## src/rtl/keypad_pkg.sv

```systemverilog
// Shared constants, types and helpers for the 4x4 keypad scanner.
package keypad_pkg;

  localparam int NUM_ROWS = 4;
  localparam int NUM_COLS = 4;
  localparam int NUM_KEYS = NUM_ROWS * NUM_COLS;

  // Scanner FSM encoding
  typedef enum logic [1:0] {
    ST_IDLE    = 2'd0,
    ST_PRESSED = 2'd1,
    ST_BLOCKED = 2'd2
  } state_t;

  // Number of keys held in an image: none, exactly one, or several
  typedef enum logic [1:0] {
    CLS_NONE = 2'd0,
    CLS_ONE  = 2'd1,
    CLS_MANY = 2'd2
  } key_class_t;

  // Active-low one-hot column strobes
  localparam logic [NUM_COLS-1:0] COL0 = 4'b1110;
  localparam logic [NUM_COLS-1:0] COL1 = 4'b1101;
  localparam logic [NUM_COLS-1:0] COL2 = 4'b1011;
  localparam logic [NUM_COLS-1:0] COL3 = 4'b0111;

  // 0 / 1 / many classification; a single set bit is the only case where
  // clearing the lowest set bit leaves zero.
  function automatic key_class_t classify(input logic [NUM_KEYS-1:0] img);
    key_class_t cls;
    if (img == '0) begin
      cls = CLS_NONE;
    end else if ((img & (img - 16'd1)) == '0) begin
      cls = CLS_ONE;
    end else begin
      cls = CLS_MANY;
    end
    return cls;
  endfunction

  // Image bits are stored column-major (col*4 + row) while key codes are
  // row-major (row*4 + col), so the bit index has its two halves swapped.
  function automatic logic [3:0] bit_to_code(input logic [NUM_KEYS-1:0] img);
    logic [3:0] idx;
    idx = '0;
    for (int i = 0; i < NUM_KEYS; i++) begin
      if (img[i]) begin
        idx = 4'(i);
      end
    end
    return {idx[1:0], idx[3:2]};
  endfunction

endpackage

```

## src/rtl/keypad_scanner_if.sv

```systemverilog
// Keypad matrix pins plus the key event outputs toward the display path.
interface keypad_scanner_if;
  logic [3:0] row;        // active-low rows from the keypad
  logic [3:0] col;        // active-low one-hot column strobes
  logic [3:0] key_code;   // last accepted key, 4*row + col
  logic       key_valid;  // one-cycle pulse on a new accepted key
  logic       key_down;   // a debounced key is held
  logic       multi_key;  // more than one debounced key is held

  // Scanner side
  modport master (
    input  row,
    output col,
    output key_code,
    output key_valid,
    output key_down,
    output multi_key
  );

  // Board / consumer side
  modport slave (
    output row,
    input  col,
    input  key_code,
    input  key_valid,
    input  key_down,
    input  multi_key
  );
endinterface

```

## src/rtl/keypad_debounce.sv

```systemverilog
// Whole-matrix debouncer: the debounced image only follows the snapshot once
// DEBOUNCE_SCANS consecutive completed scans have produced the same value.
module keypad_debounce
  import keypad_pkg::*;
#(
  parameter int DEBOUNCE_SCANS = 4
) (
  input  logic                clk,
  input  logic                rst,
  input  logic [NUM_KEYS-1:0] snapshot,
  input  logic                scan_done,
  output logic [NUM_KEYS-1:0] debounced
);

  localparam int CNT_W = (DEBOUNCE_SCANS > 1) ? $clog2(DEBOUNCE_SCANS) : 1;
  localparam logic [CNT_W-1:0] CNT_MAX = CNT_W'(DEBOUNCE_SCANS - 1);

  logic [NUM_KEYS-1:0] prev_reg;
  logic [NUM_KEYS-1:0] debounced_reg;
  logic [CNT_W-1:0]    stable_cnt_reg;
  logic [CNT_W-1:0]    stable_cnt_next;

  // Count consecutive matches against the previous scan, saturating at CNT_MAX
  always_comb begin
    stable_cnt_next = '0;
    if (snapshot == prev_reg) begin
      stable_cnt_next = (stable_cnt_reg == CNT_MAX) ? stable_cnt_reg
                                                    : stable_cnt_reg + CNT_W'(1);
    end
  end

  // Update history on every completed scan; commit once the run is long enough
  always_ff @(posedge clk) begin
    if (rst) begin
      prev_reg       <= '0;
      stable_cnt_reg <= '0;
      debounced_reg  <= '0;
    end else if (scan_done) begin
      prev_reg       <= snapshot;
      stable_cnt_reg <= stable_cnt_next;
      if (stable_cnt_next == CNT_MAX) begin
        debounced_reg <= snapshot;
      end
    end
  end

  assign debounced = debounced_reg;

endmodule

```

## src/rtl/keypad_scanner.sv

```systemverilog
// 4x4 matrix keypad scanner: rotating column strobe, row synchroniser,
// snapshot capture, whole-image debounce and single-key event FSM.
module keypad_scanner
  import keypad_pkg::*;
#(
  parameter int SCAN_DIV       = 50000,
  parameter int DEBOUNCE_SCANS = 4
) (
  input  logic              clk,
  input  logic              rst,
  keypad_scanner_if.master  kp
);

  localparam int DIV_W = $clog2(SCAN_DIV);
  localparam logic [DIV_W-1:0] DIV_LAST = DIV_W'(SCAN_DIV - 1);

  logic [DIV_W-1:0]    div_reg;
  logic [1:0]          col_idx_reg;
  logic [NUM_ROWS-1:0] row_meta_reg;
  logic [NUM_ROWS-1:0] row_sync_reg;
  logic [NUM_COLS-1:0] col_strobe;
  logic                sample;
  logic                scan_done;
  logic [NUM_ROWS-1:0] row_pressed;
  logic [NUM_ROWS-1:0] raw_nib [NUM_COLS-1];
  logic [NUM_KEYS-1:0] snapshot;
  logic [NUM_KEYS-1:0] debounced;
  key_class_t          key_class;

  state_t              state_reg;
  logic [3:0]          key_code_reg;
  logic                key_valid_reg;
  logic                key_down_reg;
  logic                multi_key_reg;

  // Column slot timer and column pointer
  always_ff @(posedge clk) begin
    if (rst) begin
      div_reg     <= '0;
      col_idx_reg <= '0;
    end else if (div_reg == DIV_LAST) begin
      div_reg     <= '0;
      col_idx_reg <= col_idx_reg + 2'd1;
    end else begin
      div_reg     <= div_reg + DIV_W'(1);
    end
  end

  // Two-flop synchroniser for the asynchronous row inputs
  always_ff @(posedge clk) begin
    if (rst) begin
      row_meta_reg <= '1;
      row_sync_reg <= '1;
    end else begin
      row_meta_reg <= kp.row;
      row_sync_reg <= row_meta_reg;
    end
  end

  // Decode the column pointer to the active-low strobe
  always_comb begin
    col_strobe = COL0;
    case (col_idx_reg)
      2'd0:    col_strobe = COL0;
      2'd1:    col_strobe = COL1;
      2'd2:    col_strobe = COL2;
      default: col_strobe = COL3;
    endcase
  end

  // Sample at the end of each column slot, giving the rows the whole slot to settle
  assign sample      = (div_reg == DIV_LAST);
  assign scan_done   = sample && (col_idx_reg == 2'd3);
  assign row_pressed = ~row_sync_reg;

  // Columns 0..2 are held in registers; column 3 is sampled in the same cycle
  // the snapshot completes, so it feeds the snapshot directly.
  genvar gi;
  generate
    for (gi = 0; gi < NUM_COLS - 1; gi++) begin : g_col
      logic [NUM_ROWS-1:0] nib_reg;

      // Capture this column's pressed rows on its sample cycle
      always_ff @(posedge clk) begin
        if (rst) begin
          nib_reg <= '0;
        end else if (sample && (col_idx_reg == 2'(gi))) begin
          nib_reg <= row_pressed;
        end
      end

      assign raw_nib[gi] = nib_reg;
    end
  endgenerate

  assign snapshot = {row_pressed, raw_nib[2], raw_nib[1], raw_nib[0]};

  keypad_debounce #(
    .DEBOUNCE_SCANS (DEBOUNCE_SCANS)
  ) u_debounce (
    .clk       (clk),
    .rst       (rst),
    .snapshot  (snapshot),
    .scan_done (scan_done),
    .debounced (debounced)
  );

  assign key_class = classify(debounced);

  // Key event FSM: one pulse per clean single-key press, none until full release
  // after a multi-key chord
  always_ff @(posedge clk) begin
    if (rst) begin
      state_reg     <= ST_IDLE;
      key_code_reg  <= '0;
      key_valid_reg <= 1'b0;
      key_down_reg  <= 1'b0;
      multi_key_reg <= 1'b0;
    end else begin
      key_valid_reg <= 1'b0;
      multi_key_reg <= (key_class == CLS_MANY);
      case (state_reg)
        ST_IDLE: begin
          if (key_class == CLS_ONE) begin
            key_code_reg  <= bit_to_code(debounced);
            key_valid_reg <= 1'b1;
            key_down_reg  <= 1'b1;
            state_reg     <= ST_PRESSED;
          end else if (key_class == CLS_MANY) begin
            key_down_reg  <= 1'b1;
            state_reg     <= ST_BLOCKED;
          end
        end
        ST_PRESSED: begin
          if (key_class == CLS_NONE) begin
            key_down_reg  <= 1'b0;
            state_reg     <= ST_IDLE;
          end else if (key_class == CLS_MANY) begin
            state_reg     <= ST_BLOCKED;
          end
        end
        ST_BLOCKED: begin
          if (key_class == CLS_NONE) begin
            key_down_reg  <= 1'b0;
            state_reg     <= ST_IDLE;
          end
        end
        default: begin
          key_down_reg  <= 1'b0;
          state_reg     <= ST_IDLE;
        end
      endcase
    end
  end

  assign kp.col       = col_strobe;
  assign kp.key_code  = key_code_reg;
  assign kp.key_valid = key_valid_reg;
  assign kp.key_down  = key_down_reg;
  assign kp.multi_key = multi_key_reg;

endmodule

```

## src/flat_wrapper.sv

```systemverilog
// flat-port wrapper written by rule: the top's interface ports become plain ports
module keypad_scanner_flat import keypad_pkg::*;
#(
  parameter int SCAN_DIV       = 50000,
  parameter int DEBOUNCE_SCANS = 4
)
  (clk, rst, kp_row, kp_col, kp_key_code, kp_key_valid, kp_key_down, kp_multi_key);
  keypad_scanner_if kp_i ();
  input  logic clk;
  input  logic rst;
  input wire logic [$bits(kp_i.row)-1:0] kp_row;
  output wire logic [$bits(kp_i.col)-1:0] kp_col;
  output wire logic [$bits(kp_i.key_code)-1:0] kp_key_code;
  output wire logic [$bits(kp_i.key_valid)-1:0] kp_key_valid;
  output wire logic [$bits(kp_i.key_down)-1:0] kp_key_down;
  output wire logic [$bits(kp_i.multi_key)-1:0] kp_multi_key;
  assign kp_i.row = kp_row;
  assign kp_col = kp_i.col;
  assign kp_key_code = kp_i.key_code;
  assign kp_key_valid = kp_i.key_valid;
  assign kp_key_down = kp_i.key_down;
  assign kp_multi_key = kp_i.multi_key;
  keypad_scanner #(.SCAN_DIV(SCAN_DIV), .DEBOUNCE_SCANS(DEBOUNCE_SCANS)) u_core (.clk(clk), .rst(rst), .kp(kp_i));
endmodule
```

## config.mk

```make
export PLATFORM = sky130hd
export DESIGN_NAME = keypad_scanner_flat
export DESIGN_NICKNAME = d
export VERILOG_FILES = /design/src/rtl/keypad_pkg.sv /design/src/rtl/keypad_scanner_if.sv /design/src/rtl/keypad_debounce.sv /design/src/rtl/keypad_scanner.sv /design/src/flat_wrapper.sv
export SDC_FILE = /design/constraint.sdc
export NUM_CORES = 1
export LEC_CHECK = 0
export ABC_AREA = 1
export CAP_MARGIN = 15
export CORE_UTILIZATION = 45
export DETAILED_ROUTE_END_ITERATION = 12
export SETUP_SLACK_MARGIN = 0.3
export SLEW_MARGIN = 10
export SYNTH_ARGS = -nofsm -noshare
export SYNTH_HDL_FRONTEND = slang
export SYNTH_SLANG_ARGS = --single-unit
```

## constraint.sdc

```tcl
create_clock -name clk -period 3.45 [get_ports clk]
set_input_delay 0.345 -clock clk [delete_from_list [all_inputs] [get_ports clk]]
set_output_delay 0.345 -clock clk [all_outputs]
set_load 0.02 [all_outputs]
```

==> reports/metrics.cfg <==
[outcome]
status = finished clean

[min_path]
worstHoldPathCells = 1
hold_path_class = flop to flop

[place]
detailed_place_hpwl_um = 5651
gp_congestion = 0.8634
place_area_mm2 = 0.004039
io_buffers = 16

[power]
p_per_area_mw_per_mm2 = 390.5
leakagePower_uw = 0.001809
p_seq_frac = 0.575
intPower_uw = 1248
swShare = 0.2438
p_comb_frac = 0.024
power.ir.vdd_worst_mv = 0.1490
power.total_uw = 1651
pwr-share-clk = 0.402
switching_power_uw = 402.4

[floorplanning]
die_w_um = 93.79
core-area_mm2 = 0.008175
rows = 33
io_pins = 17
dieHeight_um = 93.79
start_util = 0.4637
die_area_mm2 = 0.008796

[logic_synthesis]
synth_cell_types = 35
syn_nets = 519
netlist_area_mm2 = 0.003791
synth-seq-area-share = 0.4277
synth_edf_count = 0
yosys_warnings = 0
synth_flop_cell = dfxtp_1
ys_async_sr_fraction = 0
netlist_instances = 502
syn_avg_cell_area_um2 = 7.552
synth-seq-cells = 81

[route]
drt-wirelength-per-cell_um = 12.43
drtIter0Drc = 91
wirelength_um = 7830
ant_nets = 0
drtPass1Iterations = 4
drc = 0
dr_total_vias = 3125
viasPerCell = 4.960

[clock_network]
cts_resized = 0
cts_buffers = 9
clock_latency_ns = 0.36
postCtsHoldBufs = 0
root_buffer = clkbuf_8
cts_setup_buffers = 0
cts.sinks = 81
htreeDepth = 3
clockBufferDepth = 2
clkTransAtPathRegs_ns = 0.09
cts_tree = yes

[sta]
finalSetupTns_ns = 0
finalSetupViolCount = 0
finalCriticalPeriod_ns = 2.441
slew_headroom = 0.4958
rsz0062_at_grt = no
skew_ns = 0.01278
hold_viol_final = 0
drv_slew = 0
tightest_slew_ns = 0.7555
fmax_mhz = 409.6
fin_crit_sh = 0.7076

[critical_path]
critPathRequiredTime_ns = 3.67
cp.depth = 11
cpMostUsedCell = nand2_1
start_kind = flop
crit_family = simple AND/OR/NAND/NOR gates
critical_path_class = flop to flop
worst_path_max_delay_cell = nor2_2
cp_cell_sequence = ha_1 > nand2_1 > inv_2 > nand2_1 > nor2_1 > inv_1 > nor3_4 > buf_4 > nand2_1 > nor2_2 > a21oi_1
endpoint_kind = flop
critical_path_arrival_ns = 2.67
max_stage_delay_ns = 0.59
critical_path_peak_fanout = 28
crit_buf_inv = 3
r2r_cells = 11

[flow_run]
cap_violations = 0

[final_layout]
antennaDiodeCount = 0
fill_cells = 824
area_growth_pct = 11.49
fin_nets = 537
drive_gt1_frac = 0.1238
stdcell_area_mm2 = 0.004227

[global_routing]
track_usage = 0.1957
grt_max_degree = 32
antenna_found_initial = 0
grt_pass1_wl_um = 13360
grt_pass1_vias = 2882
grt_overflow = 0

## layout by cell type, fill, tap and decap left out, types with 10 or more instances in the layout
master           Yosys  layout
nand3_1             15      15
dfxtp_1             81      81
or2_2               10      10
inv_1               59      59
nor2_1              63      63
nand2_1             72      72
o21ai_1             23      23
ha_1                11      11
clkbuf_8             0      10
o21ai_0             34      34
xor2_1              11      11
clkdlybuf4s50_1      0      16
a21oi_2             15      15
a21oi_1             47      47
## power groups by stage
stage	sequential, uW	combinational [uW]	clock (uW)
6_report	949	38.8	663
5_1_grt	950	43.4	729
3_5_place_dp	971	38.9	0
3_3_place_gp	971	38.5	0
4_1_cts	949	39.2	684
2_1_floorplan	968	26.0	0
## cells in the mapped netlist, types with 2 or more instances
cell | instances | area, um^2
nor2_2 | 4 | 25.02
buf_6 | 2 | 22.52
inv_2 | 5 | 18.77
nand3_1 | 15 | 75.07
nand4_1 | 3 | 18.77
nor3_2 | 2 | 20.02
or2_2 | 10 | 62.56
nor3_1 | 9 | 45.04
nor3b_1 | 4 | 30.03
nand2_1 | 72 | 270.3
ha_1 | 11 | 137.6
a21oi_1 | 47 | 235.2
o21ai_0 | 34 | 170.2
clkbuf_1 | 7 | 26.28
nor2_4 | 3 | 33.78
xor2_1 | 11 | 96.34
inv_1 | 59 | 221.5
o21ai_1 | 23 | 115.1
nor4_1 | 3 | 18.77
a21oi_2 | 15 | 131.4
dfxtp_1 | 81 | 1622
nand3_2 | 3 | 30.03
buf_2 | 2 | 10.01
nor2_1 | 63 | 236.5
xnor2_1 | 4 | 35.03
## path summary, 6_finish.rpt
kind	start	endpoint	slack, ns
worst min register to register	u_core.row_meta_reg[3]	u_core.row_sync_reg[3]	0.41
worst max register to register	u_core.div_reg[0]	u_core.u_debounce.debounced[5]	1.01
worst max-delay path	u_core.div_reg[0]	u_core.u_debounce.debounced[5]	1.01
worst min-delay path	u_core.row_meta_reg[3]	u_core.row_sync_reg[3]	0.41
## metrics by stage
step / instances / utilization / hold WS [ns] / setup WS, ns
2_1_floorplan: 502 / - / 0.3895 / 1.662
3_3_place_gp: 614 / 0.4940 / 0.3916 / 1.100
3_5_place_dp: 614 / 0.4940 / 0.3931 / 0.9938
4_1_cts: 630 / 0.5170 / 0.4173 / 0.9850
5_1_grt: 630 / 0.5170 / 0.4302 / 0.7263
6_report: 630 / 0.5170 / 0.4133 / 1.009
## worst reg2reg max path, cell delays in order, from the launching register on
cell and delay, ns:
dfxtp_1 0.36, ha_1 0.18, nand2_1 0.07, inv_2 0.06, nand2_1 0.06, nor2_1 0.16, inv_1 0.12, nor3_4 0.16
buf_4 0.29, nand2_1 0.12, nor2_2 0.59, a21oi_1 0.15
## layout make-up
type | instances | area [um^2] | area share
clock buffer | 10 | 137.6 | 0.03256
sequential | 81 | 1622 | 0.3837
multi-input combinational | 344 | 1858 | 0.4396
clock inverter | 6 | 50.05 | 0.01184
tap | 105 | 131.4 | 0.03108
inverter | 65 | 245.2 | 0.05802
timing repair buffer | 19 | 182.7 | 0.04322
## cells by family after synthesis
kind of cell / share of synthesized area
adder cells (fa/ha/maj): 0.03630
flip-flops: 0.4277
buffers and inverters: 0.08218
AO/OA/AOI/OAI: 0.1779
XOR/XNOR: 0.03465
AND/OR/NAND/NOR: 0.2413
## per-layer routing
layer / vias up / track usage / wire [um] / share of wire
li1: 1660 / - / - / -
met1: 1413 / 0.2617 / 3958 / 0.51
met2: 41 / 0.3078 / 3553 / 0.45
met3: 11 / 0.03964 / 195 / 0.025
met4: 0 / 0.07692 / 123 / 0.016
met5: - / 0 / 0 / 0
Note: power is estimated with default switching activity, not from simulation.
